==> src/rtl/program_mem_arbiter_if.sv <==
// Bus bundle between the program-memory arbiter, its fetch/refill consumers
// and the shared program-memory read port.
//   slave  : the arbiter's view (consumes requests, drives memory request)
//   master : the environment's view (consumers plus program memory)
interface program_mem_arbiter_if #(
    parameter int NUM_CONSUMERS             = 4,
    parameter int PROGRAM_MEM_ADDR_BITS     = 8,
    parameter int PROGRAM_MEM_DATA_BITS     = 16,
    parameter int PROGRAM_MEM_DATA_READ_NUM = 4
);
    localparam int LINE_BITS = PROGRAM_MEM_DATA_READ_NUM * PROGRAM_MEM_DATA_BITS;

    logic [NUM_CONSUMERS-1:0]                       consumer_read_valid;
    logic [NUM_CONSUMERS*PROGRAM_MEM_ADDR_BITS-1:0] consumer_read_address;
    logic [NUM_CONSUMERS-1:0]                       consumer_read_ready;
    logic [NUM_CONSUMERS*LINE_BITS-1:0]             consumer_read_data;
    logic                                           mem_read_valid;
    logic [PROGRAM_MEM_ADDR_BITS-1:0]               mem_read_address;
    logic                                           mem_read_ready;
    logic [LINE_BITS-1:0]                           mem_read_data;

    modport slave (
        input  consumer_read_valid,
        input  consumer_read_address,
        input  mem_read_ready,
        input  mem_read_data,
        output consumer_read_ready,
        output consumer_read_data,
        output mem_read_valid,
        output mem_read_address
    );

    modport master (
        output consumer_read_valid,
        output consumer_read_address,
        output mem_read_ready,
        output mem_read_data,
        input  consumer_read_ready,
        input  consumer_read_data,
        input  mem_read_valid,
        input  mem_read_address
    );
endinterface

==> src/rtl/program_mem_arbiter.sv <==
// Round-robin arbiter sharing one program-memory read port between several
// instruction fetchers / icache refill engines. One line read is in flight at
// a time; the winner keeps its ready/data until it drops its request, and the
// next arbitration starts from the consumer after the last one served.
module program_mem_arbiter #(
    parameter int NUM_CONSUMERS             = 4,
    parameter int PROGRAM_MEM_ADDR_BITS     = 8,
    parameter int PROGRAM_MEM_DATA_BITS     = 16,
    parameter int PROGRAM_MEM_DATA_READ_NUM = 4,
    localparam int GRANT_BITS = (NUM_CONSUMERS > 1) ? $clog2(NUM_CONSUMERS) : 1
) (
    input  logic                    clk,
    input  logic                    reset,
    program_mem_arbiter_if.slave    bus,
    output logic [GRANT_BITS-1:0]   grant_id,
    output logic                    busy
);
    localparam int LINE_BITS = PROGRAM_MEM_DATA_READ_NUM * PROGRAM_MEM_DATA_BITS;
    localparam int AW        = PROGRAM_MEM_ADDR_BITS;

    typedef enum logic [1:0] {
        ST_IDLE     = 2'd0,
        ST_WAITING  = 2'd1,
        ST_RELAYING = 2'd2
    } state_t;

    state_t                             state_r, state_s;
    logic [GRANT_BITS-1:0]              grant_id_r, grant_id_s;
    logic [GRANT_BITS-1:0]              last_grant_r, last_grant_s;
    logic                               mem_read_valid_r, mem_read_valid_s;
    logic [AW-1:0]                      mem_read_address_r, mem_read_address_s;
    logic [NUM_CONSUMERS-1:0]           consumer_read_ready_r, consumer_read_ready_s;
    logic [NUM_CONSUMERS*LINE_BITS-1:0] consumer_read_data_r, consumer_read_data_s;
    logic                               busy_r;
    logic [GRANT_BITS:0]                pick_s;

    // Round-robin search: first requester strictly after 'last', wrapping.
    // Result MSB flags that somebody was found; low bits hold the index.
    function automatic logic [GRANT_BITS:0] rr_pick(
        input logic [NUM_CONSUMERS-1:0] req,
        input logic [GRANT_BITS-1:0]    last
    );
        logic [GRANT_BITS:0] res;
        int                  idx;
        res = '0;
        // Walk from the farthest candidate to the nearest so the nearest wins.
        for (int k = NUM_CONSUMERS; k >= 1; k--) begin
            idx = (int'(last) + k) % NUM_CONSUMERS;
            if (req[idx]) begin
                res = {1'b1, GRANT_BITS'(idx)};
            end else begin
                res = res;
            end
        end
        return res;
    endfunction

    // Next-state and next-output logic of the arbitration FSM.
    always_comb begin
        state_s              = state_r;
        grant_id_s           = grant_id_r;
        last_grant_s         = last_grant_r;
        mem_read_valid_s     = mem_read_valid_r;
        mem_read_address_s   = mem_read_address_r;
        consumer_read_ready_s = consumer_read_ready_r;
        consumer_read_data_s = consumer_read_data_r;
        pick_s               = rr_pick(bus.consumer_read_valid, last_grant_r);

        case (state_r)
            ST_IDLE: begin
                if (pick_s[GRANT_BITS]) begin
                    grant_id_s         = pick_s[GRANT_BITS-1:0];
                    mem_read_address_s = bus.consumer_read_address[int'(pick_s[GRANT_BITS-1:0])*AW +: AW];
                    mem_read_valid_s   = 1'b1;
                    state_s            = ST_WAITING;
                end else begin
                    state_s = ST_IDLE;
                end
            end
            ST_WAITING: begin
                // The request is never aborted, even if the consumer gives up.
                if (bus.mem_read_ready) begin
                    mem_read_valid_s = 1'b0;
                    consumer_read_data_s[int'(grant_id_r)*LINE_BITS +: LINE_BITS] = bus.mem_read_data;
                    consumer_read_ready_s = '0;
                    consumer_read_ready_s[grant_id_r] = 1'b1;
                    state_s = ST_RELAYING;
                end else begin
                    state_s = ST_WAITING;
                end
            end
            ST_RELAYING: begin
                if (!bus.consumer_read_valid[grant_id_r]) begin
                    consumer_read_ready_s = '0;
                    last_grant_s          = grant_id_r;
                    state_s               = ST_IDLE;
                end else begin
                    state_s = ST_RELAYING;
                end
            end
            default: begin
                mem_read_valid_s      = 1'b0;
                consumer_read_ready_s = '0;
                state_s               = ST_IDLE;
            end
        endcase
    end

    // State and output registers; reset abandons any transaction in flight.
    always_ff @(posedge clk) begin
        if (reset) begin
            state_r               <= ST_IDLE;
            grant_id_r            <= '0;
            last_grant_r          <= GRANT_BITS'(NUM_CONSUMERS - 1);
            mem_read_valid_r      <= 1'b0;
            mem_read_address_r    <= '0;
            consumer_read_ready_r <= '0;
            consumer_read_data_r  <= '0;
            busy_r                <= 1'b0;
        end else begin
            state_r               <= state_s;
            grant_id_r            <= grant_id_s;
            last_grant_r          <= last_grant_s;
            mem_read_valid_r      <= mem_read_valid_s;
            mem_read_address_r    <= mem_read_address_s;
            consumer_read_ready_r <= consumer_read_ready_s;
            consumer_read_data_r  <= consumer_read_data_s;
            busy_r                <= (state_s != ST_IDLE);
        end
    end

    assign bus.mem_read_valid      = mem_read_valid_r;
    assign bus.mem_read_address    = mem_read_address_r;
    assign bus.consumer_read_ready = consumer_read_ready_r;
    assign bus.consumer_read_data  = consumer_read_data_r;
    assign grant_id                = grant_id_r;
    assign busy                    = busy_r;
endmodule

==> src/flat_wrapper.sv <==
// flat-port wrapper written by rule: the top's interface ports become plain ports
module program_mem_arbiter_flat 
#(
    parameter int NUM_CONSUMERS             = 4,
    parameter int PROGRAM_MEM_ADDR_BITS     = 8,
    parameter int PROGRAM_MEM_DATA_BITS     = 16,
    parameter int PROGRAM_MEM_DATA_READ_NUM = 4,
    localparam int GRANT_BITS = (NUM_CONSUMERS > 1) ? $clog2(NUM_CONSUMERS) : 1
)
  (clk, reset, grant_id, busy, bus_consumer_read_valid, bus_consumer_read_address, bus_mem_read_ready, bus_mem_read_data, bus_consumer_read_ready, bus_consumer_read_data, bus_mem_read_valid, bus_mem_read_address);
  program_mem_arbiter_if #(.NUM_CONSUMERS(NUM_CONSUMERS), .PROGRAM_MEM_ADDR_BITS(PROGRAM_MEM_ADDR_BITS), .PROGRAM_MEM_DATA_BITS(PROGRAM_MEM_DATA_BITS), .PROGRAM_MEM_DATA_READ_NUM(PROGRAM_MEM_DATA_READ_NUM)) bus_i ();
  input  logic clk;
  input  logic reset;
  output logic [GRANT_BITS-1:0] grant_id;
  output logic busy;
  input wire logic [$bits(bus_i.consumer_read_valid)-1:0] bus_consumer_read_valid;
  input wire logic [$bits(bus_i.consumer_read_address)-1:0] bus_consumer_read_address;
  input wire logic [$bits(bus_i.mem_read_ready)-1:0] bus_mem_read_ready;
  input wire logic [$bits(bus_i.mem_read_data)-1:0] bus_mem_read_data;
  output wire logic [$bits(bus_i.consumer_read_ready)-1:0] bus_consumer_read_ready;
  output wire logic [$bits(bus_i.consumer_read_data)-1:0] bus_consumer_read_data;
  output wire logic [$bits(bus_i.mem_read_valid)-1:0] bus_mem_read_valid;
  output wire logic [$bits(bus_i.mem_read_address)-1:0] bus_mem_read_address;
  assign bus_i.consumer_read_valid = bus_consumer_read_valid;
  assign bus_i.consumer_read_address = bus_consumer_read_address;
  assign bus_i.mem_read_ready = bus_mem_read_ready;
  assign bus_i.mem_read_data = bus_mem_read_data;
  assign bus_consumer_read_ready = bus_i.consumer_read_ready;
  assign bus_consumer_read_data = bus_i.consumer_read_data;
  assign bus_mem_read_valid = bus_i.mem_read_valid;
  assign bus_mem_read_address = bus_i.mem_read_address;
  program_mem_arbiter #(.NUM_CONSUMERS(NUM_CONSUMERS), .PROGRAM_MEM_ADDR_BITS(PROGRAM_MEM_ADDR_BITS), .PROGRAM_MEM_DATA_BITS(PROGRAM_MEM_DATA_BITS), .PROGRAM_MEM_DATA_READ_NUM(PROGRAM_MEM_DATA_READ_NUM)) u_core (.clk(clk), .reset(reset), .bus(bus_i), .grant_id(grant_id), .busy(busy));
endmodule
==> config.mk <==
export PLATFORM = sky130hd
export DESIGN_NAME = program_mem_arbiter_flat
export DESIGN_NICKNAME = d
export VERILOG_FILES = /design/src/rtl/program_mem_arbiter_if.sv /design/src/rtl/program_mem_arbiter.sv /design/src/flat_wrapper.sv
export SDC_FILE = /design/constraint.sdc
export NUM_CORES = 1
export LEC_CHECK = 0
export CELL_PAD_IN_SITES_DETAIL_PLACEMENT = 1
export CELL_PAD_IN_SITES_GLOBAL_PLACEMENT = 1
export CORE_MARGIN = 1.5
export CORE_UTILIZATION = 29
export DETAILED_ROUTE_END_ITERATION = 6
export MAX_ROUTING_LAYER = met4
export PLACE_DENSITY_LB_ADDON = 0.25
export RECOVER_POWER = 25
export SETUP_SLACK_MARGIN = 0.5
export SYNTH_ARGS = -nofsm -noshare
export SYNTH_HDL_FRONTEND = slang
export SYNTH_SLANG_ARGS = --single-unit
==> constraint.sdc <==
create_clock -name clk -period 2 [get_ports clk]
set_input_delay 0.5 -clock clk [delete_from_list [all_inputs] [get_ports clk]]
set_output_delay 0.5 -clock clk [all_outputs]
set_load 0.005 [all_outputs]
==> impl_metrics.toml, run 1 <==
[run_status]
status = "finished, violations left"
violations = "design-rule violations"

[die]
ios = 375
dieArea_mm2 = 0.0376
die_h_um = 194
die_w_um = 194
initial_core_util_pct = 29.6
num_rows = 69
core_area_mm2 = 0.0357

[yosys]
synth-simple-area-share_pct = 24.5
synth_area_per_cell_um2 = 8.26
async_reset_ff_share_pct = 0
synth_mux_area_share_pct = 1.16
synth_top_family_by_area = "simple AND/OR/NAND/NOR gates"
synth_fp_nets = 1387
dominantRegCellSynth = "dfxtp_1"
synth_top_area_share_pct = 52.3
synth_area_leaders = "dfxtp_1 (52%), a21oi_1 (12%), nand3_1 (12%)"
yosysTopAreaCell = "dfxtp_1"
synth-compound-area-share_pct = 15.3
synthAdderAreaFrac_pct = 0.473
yosys.area_share.xor_xnor_pct = 0
synth_cell_types = 39
syn_inst = 1280
synth-seq-cells = 276
syn-cell-area_mm2 = 0.0106
ys.warnings.count = 0
synth_edf_count = 0
ys_seq_area_share_pct = 52.3

[global_route]
overflow = 0
antenna_found_initial = 1
grt_pass1_vias = 11500
grt_max_degree = 110
grt_pass1_wl_um = 68800
grtUsageTotal_pct = 23.8

[clock_network]
clockRootBuffer = "clkbuf_16"
cts_buffers = 30
cts.sinks = 276
cts.hold.buffers_added = 0
clockBufferDepth = 3
insertion_delay_ns = 0.57
cts_htree_levels = 1
clkTransAtPathRegs_ns = 0.06
cts_tree = "built"

[routing]
wl_per_cell_um = 24.7
wl_um = 54800
vias_per_cell = 5.28
drc = 22
drtPass1Iterations = 7
vias = 11700
drt_iter0_drc = 561
ant_nets = 0

[hold_path]
hp-class = "input pin to flop"
hold_path.startpoint = "bus_mem_read_ready"
whs_path_depth = 4
hold-path-endpoint = "u_core.bus.mem_read_valid"

[setup_path]
reg2reg_to = "u_core.bus.mem_read_address[6]"
reg2reg_depth = 5
critPathKind = "flop to flop"
start_kind = "flop"
path_cells = "or4_4, a211oi_4, clkbuf_1, o21ai_2, o211ai_2"
regToRegSetupSlack_ns = 0.14
worstPathArrival_ns = 2.34
reg2reg_from = "u_core.state_r[1]"
cpMaxStageDelayCell = "or4_4"
cpPeakStageDelay_ns = 0.53
worstPathRequired_ns = 2.48
crit_path_end_kind = "flop"
crit_fanout = 8

[timing]
tns_ns = 0
worst_pin_slew_ns = 0.673
relSlewSlack_pct = 55.1
finalCritPeriodShare_pct = 93.1
slew_viol_final = 0
min_period_ns = 1.86
finalSetupViolCount = 0
rsz0062_at_grt = "true"
fmax_mhz = 537
hold_violations = 0
skew_ns = 0.0165

[power_and_ir_drop]
ir_drop_uv = 647
pwr_density_cell_mw_per_mm2 = 680
finalPower_mw = 13.1
leakage_nw = 6.90

[placement]
hpwl_um = 29100
placed_area_mm2 = 0.0150
port_buffers = 374
gp_congestion = 0.791

[final_layout]
areaGrowthSynthToFinish_pct = 82.8
drive_gt1_share_pct = 59.1
fin_area_mm2 = 0.0193
nets = 1843

[flow_run]
drv_cap = 0
[state kept, by name, indices dropped and copies added, names as in the netlist]
| register | flops |
|---|---|
| u_core.state_r | 2 |
| u_core.bus.mem_read_address | 8 |
| u_core.bus.consumer_read_ready | 4 |
| u_core.bus.consumer_read_data | 256 |
| u_core.bus.mem_read_valid | 1 |
| u_core.last_grant_r | 2 |
| u_core.grant_id | 2 |
| u_core.busy | 1 |
[critical path: cells and delay by family, from the launching register on]
kind	cells	cell delay (ns)
AO/OA/AOI/OAI	3	0.44
buffers and inverters	1	0.45
flip-flops	1	0.36
AND/OR/NAND/NOR	1	0.53
[per-stage QoR]
stage | std cells | setup slack, ns | hold slack [ns] | util (%)
detailed placement | 2053 | -0.298 | 0.444 | 42.1
finish | 2217 | 0.137 | 0.393 | 54.1
global route | 2217 | 0.0768 | 0.433 | 54.1
global placement | 2053 | -0.214 | 0.433 | 42.1
floorplan | 1280 | 0.277 | 0.448 | -
CTS | 2126 | 0.221 | 0.449 | 45.6
[cell families (layout without fill, tap and decap cells)]
family	Yosys count	after routing
other cells	0	1
flops	276	276
mux	11	11
compound gates	300	300
simple gates	570	570
buf+inv	119	594
fa+ha+maj	4	4
[power breakdown]
part / switching, mW / internal, mW / total [mW]
clock network: 2.31 / 3.00 / 5.32
registers: 0.0737 / 5.61 / 5.68
logic: 1.18 / 0.953 / 2.13
[worst max path at each step]
| stage | startpoint | endpoint | slack (ns) | depth (start not counted) |
|---|---|---|---|---|
| 6_report | u_core.state_r[1] | u_core.bus.mem_read_address[6] | 0.14 | 5 |
| 5_1_grt | u_core.state_r[1] | u_core.bus.mem_read_address[6] | 0.08 | 5 |
| 4_1_cts | u_core.grant_id[0] | u_core.bus.consumer_read_data[153] | 0.22 | 8 |
| 3_5_place_dp | bus_consumer_read_valid[3] | u_core.bus.mem_read_address[7] | -0.30 | 7 |
| 3_3_place_gp | bus_consumer_read_valid[1] | u_core.bus.mem_read_address[3] | -0.21 | 6 |
| 2_1_floorplan | reset | u_core.bus.mem_read_address[0] | 0.28 | 5 |
[layout by cell type, fill, tap and decap left out, types with 3 or more instances in the layout]
| cell | n |
|---|---|
| o21ai_0 | 5 |
| mux2i_1 | 8 |
| clkbuf_2 | 77 |
| buf_12 | 36 |
| o21ai_2 | 8 |
| clkinv_2 | 3 |
| buf_16 | 4 |
| nand3_2 | 103 |
| a21oi_2 | 110 |
| clkbuf_16 | 56 |
| and4_1 | 8 |
| nand2_1 | 270 |
| o31a_1 | 8 |
| and2_4 | 3 |
| dlygate4sd2_1 | 5 |
| buf_4 | 80 |
| nor2_1 | 8 |
| nor2b_1 | 3 |
| nor3b_4 | 3 |
| o211ai_2 | 8 |
| a21oi_1 | 152 |
| buf_6 | 184 |
| dfxtp_1 | 24 |
| buf_8 | 6 |
| dfxtp_4 | 4 |
| buf_2 | 17 |
| dlymetal6s2s_1 | 3 |
| nand3_1 | 99 |
| nand3_4 | 56 |
| dfxtp_2 | 248 |
| clkbuf_8 | 8 |
| clkdlybuf4s50_1 | 96 |
| clkbuf_1 | 13 |
[cell type report]
cell class	instances	area [um2]
tap	461	577
clock inverter	5	38.8
multi-input combinational	885	6160
clock buffer	46	881
timing repair buffer	539	5790
antenna	1	2.50
sequential	276	5850
fill	3919	16400
inverter	4	22.5
[per-layer routing]
metal  global-route usage, %  up-vias  share of wire, %
met4                    8.54        0               4.1
li1                        -     5333                 -
met2                    40.0      381                48
met1                    28.3     5889                42
met3                    4.92      109               6.2
met5                       -        -                 0
[what timing repair did]
item / in CTS / in global routing
resized for setup: 975 / 858
gates cloned: 3 / 37
buffers inserted: 19 / 53
setup endpoints to repair: 546 / 546
pin swaps: 3 / 205
[Yosys cell counts, types with 5 or more instances]
library cell,number
mux2i_1,10
nand2_1,274
clkbuf_1,68
buf_4,5
dfxtp_1,276
nand3_1,258
buf_6,24
o21ai_0,5
nor2_1,9
and4_1,8
o31a_1,8
o211ai_2,8
buf_2,17
a21oi_1,262
o21ai_1,9
No activity file was read; power rests on OpenSTA's default activity.
==> inputs of run 2 (changes only) <==
--- a/config.mk
+++ b/config.mk
@@ -5,6 +5,7 @@
 export SDC_FILE = /design/constraint.sdc
 export NUM_CORES = 1
 export LEC_CHECK = 0
+export CAP_MARGIN = 0
 export CELL_PAD_IN_SITES_DETAIL_PLACEMENT = 1
 export CELL_PAD_IN_SITES_GLOBAL_PLACEMENT = 1
 export CORE_MARGIN = 1.5
==> results of run 2 <==
Same layout as run 1: the final DEF is identical, and so are final timing and power.
==> inputs of run 3 (changes only) <==
--- a/config.mk
+++ b/config.mk
@@ -5,12 +5,14 @@
 export SDC_FILE = /design/constraint.sdc
 export NUM_CORES = 1
 export LEC_CHECK = 0
+export ABC_AREA = 1
 export CAP_MARGIN = 0
 export CELL_PAD_IN_SITES_DETAIL_PLACEMENT = 1
 export CELL_PAD_IN_SITES_GLOBAL_PLACEMENT = 1
 export CORE_MARGIN = 1.5
 export CORE_UTILIZATION = 29
 export DETAILED_ROUTE_END_ITERATION = 6
+export GPL_TIMING_DRIVEN = 0
 export MAX_ROUTING_LAYER = met4
 export PLACE_DENSITY_LB_ADDON = 0.25
 export RECOVER_POWER = 25
==> run 3 against run 2 <==
The run now ends clean. Synthesized cell count up 6.6%. Combinational power grew 110%. Clock-buffer cell count rose by 3. Final cell count increased by 8.6%. Non-clock buffer count increased by 69. Design area fell by 5.2%. Clock skew is 0.0021 ns higher. Core utilization is 5.2 points lower. Die area up 3.9%. Largest cell class is now sequential cells. Worst hold slack improved by 0.063 ns. Critical path type unchanged. Sequential share of layout area grew 0.46 points.
==> impl_metrics.toml, run 3 <==
[power_and_ir_drop]
pwr_density_cell_mw_per_mm2 = 899
ir_drop_uv = 503
seqPwrFrac_pct = 35.8
p_int_mw = 11.4
leakage_nw = 7.40
clkPwrFrac_pct = 36.9
p_sw_mw = 5.10
comb_power_share_pct = 27.3
p_sw_share_pct = 31.0

[yosys]
async_reset_ff_share_pct = 0
dominantRegCellSynth = "dfxtp_1"
ys_seq_area_share_pct = 50.3
synth_commonest_cells = "dfxtp_1 (276), a21oi_1 (268), nand2_1 (207)"
syn_inst = 1364
synth_area_leaders = "dfxtp_1 (50%), a21oi_1 (12%), nand4_1 (8.7%)"
synth-seq-cells = 276
yosysTopAreaCell = "dfxtp_1"
synth_fp_nets = 1471
synth_edf_count = 0
syn-cell-area_mm2 = 0.0110
synth_area_per_cell_um2 = 8.05
post-synth-top-count-cell = "dfxtp_1"
ys.warnings.count = 0
synth_cell_types = 29
synth_top_area_share_pct = 50.3

[timing]
fmax_mhz = 512
fin_ws_ns = 0.0458
skew_ns = 0.0186
hold_violations = 0
relSlewSlack_pct = 55.8
slew_viol_final = 0
worst_pin_slew_ns = 0.664
min_period_ns = 1.95
worst_hold_slack_ns = 0.455
finalCritPeriodShare_pct = 97.7
finalSetupViolCount = 0
rsz0062_at_grt = "true"

[setup_path]
regToRegSetupSlack_ns = 0.05
cpMaxStageDelayCell = "dfxtp_4"
cp_num_buf_inv = 6
worstSetupStartpoint = "u_core.grant_id[0]"
worstPathArrival_ns = 2.37
path_cells = "inv_6, buf_4, buf_4, nor2_4, inv_1, nor2_4, buf_12, bufbuf_16, nand4_1, a21oi_1"
start_kind = "flop"
reg2reg_from = "u_core.grant_id[0]"
critPathKind = "flop to flop"
crit_path_end_kind = "flop"
reg2reg_to = "u_core.bus.consumer_read_data[254]"
reg2reg_depth = 10
crit_fanout = 6
worstPathRequired_ns = 2.42
cpPeakStageDelay_ns = 0.39
path_delay_family = "buffers and inverters"

[global_route]
antenna_found_initial = 0
overflow = 0
grtUsageTotal_pct = 26.7
grt_pass1_wl_um = 77000
grt_max_degree = 13
grt_pass1_vias = 12400

[final_layout]
fillCellCount = 4447
fin_area_mm2 = 0.0183
areaGrowthSynthToFinish_pct = 66.7
drive_gt1_share_pct = 38.8
mostFrequentLayoutCell = "a21oi_1"
layout_common_cells = "a21oi_1 (219), dfxtp_1 (201), clkbuf_2 (199)"
fin_util_pct = 48.9
multi_input_area_mm2 = 0.00543
largest_register_ffs = 256
seqCellArea_mm2 = 0.00563
nets = 1980
antennaDiodeCount = 0

[clock_network]
clockBufferDepth = 3
cts_buffers = 34
insertion_delay_ns = 0.51
cts.hold.buffers_added = 0
cts.sinks = 276
cts_tree = "built"
cts_htree_levels = 2
clockRootBuffer = "clkbuf_16"
clkTransAtPathRegs_ns = 0.06

[placement]
port_buffers = 373
gp_congestion = 0.858
hpwl_um = 37000
pre_cts_slack_ns = -0.946
placed_area_mm2 = 0.0154

[routing]
route.met2.wl_um = 27100
drc = 0
wl_per_cell_um = 23.5
vias_per_cell = 5.24
dr_wl_met3_um = 3470
drt_iter0_drc = 728
wl_met1_um = 24600
vias = 12600
highest_layer = "met4"
drtPass1Iterations = 5
wl_um = 56600
ant_nets = 0

[hold_path]
hp-class = "flop to flop"
whs_path_depth = 2
hold_path.startpoint = "u_core.bus.consumer_read_data[46]"
hold-path-endpoint = "u_core.bus.consumer_read_data[46]"

[run_status]
status = "complete, no violations"

[die]
die_w_um = 198
num_rows = 71
ios = 375
dieArea_mm2 = 0.0391
die_h_um = 198
core_area_mm2 = 0.0375
initial_core_util_pct = 29.3

[flow_run]
drv_cap = 0
run 3: changes by cell type in the layout (fill, tap and decap cells not counted), moves of 56 or more:
cell      previous run  this run
dfxtp_1             24       201
dfxtp_2            248        71
nand4_1              0       153
buf_6              184        47
clkbuf_2            77       199
nand2_1            270       184
nand3_2            103        19
inv_1                2        77
a21oi_1            152       219
a21oi_2            110        49
nand3_1             99        43
run 3: metal layers:
layer  track usage (%)  vias to the layer above
met5                 -                        -
li1                  -                     5848
met4              6.81                        0
met2              43.3                      406
met1              33.1                     6254
met3              6.68                       98
run 3: through the flow:
| step | TNS (ns) | power, mW | instances |
|---|---|---|---|
| after global placement | -202.42 | 8.79 | 2248 |
| final | 0 | 16.5 | 2407 |
| after detailed placement | -204.20 | 8.84 | 2248 |
| after floorplan | 0 | 7.36 | 1364 |
| after CTS | 0 | 15.5 | 2343 |
| after global routing | -0.0395 | 17.0 | 2407 |
run 3: worst register-to-register path, stage by stage (launching register included):
cell and delay [ns]:
dfxtp_4 0.39, inv_6 0.05, buf_4 0.13, buf_4 0.13, nor2_4 0.18, inv_1 0.14, nor2_4 0.20, buf_12 0.18
bufbuf_16 0.26, nand4_1 0.07, a21oi_1 0.14
run 3: area by class of cell:
class / instances / area share (%)
Buffer: 135 / 6.72
Multi-Input combinational cell: 859 / 29.6
Clock inverter: 10 / 0.444
Inverter: 94 / 2.30
Clock buffer: 49 / 5.45
Tap cell: 511 / 3.49
Timing Repair Buffer: 473 / 21.2
Sequential cell: 276 / 30.7
run 3: logic make-up after synthesis:
kind of cell / synth area share [%]
AOI/OAI and AO/OA: 19.8
adders and majority gates: 0.456
buffers and inverters: 8.67
DFF: 50.3
and+or+nand+nor: 20.8
run 3: how the worst max path moves through the flow:
stage,end,cells after the start
floorplan,u_core.bus.consumer_read_data[171],11
global placement,u_core.bus.consumer_read_data[73],4
detailed placement,u_core.bus.consumer_read_data[70],4
CTS,bus_consumer_read_data[61],1
global route,u_core.bus.consumer_read_data[226],10
finish,u_core.bus.consumer_read_data[254],10
run 3: timing repair:
| action | 4_1_cts | 5_1_grt |
|---|---|---|
| buffers inserted | 27 | 50 |
| setup endpoints to repair | 548 | 548 |
| cloned | 9 | 14 |
| pin swaps | 17 | 117 |
| resized for setup | 471 | 1069 |
run 3: power groups by stage:
stage	sequential [mW]	combinational, mW	clock [mW]
6_report	5.89	4.50	6.08
5_1_grt	5.91	4.72	6.40
4_1_cts	5.88	3.53	6.14
3_5_place_dp	6.00	2.83	0
3_3_place_gp	6.00	2.79	0
2_1_floorplan	5.99	1.37	0
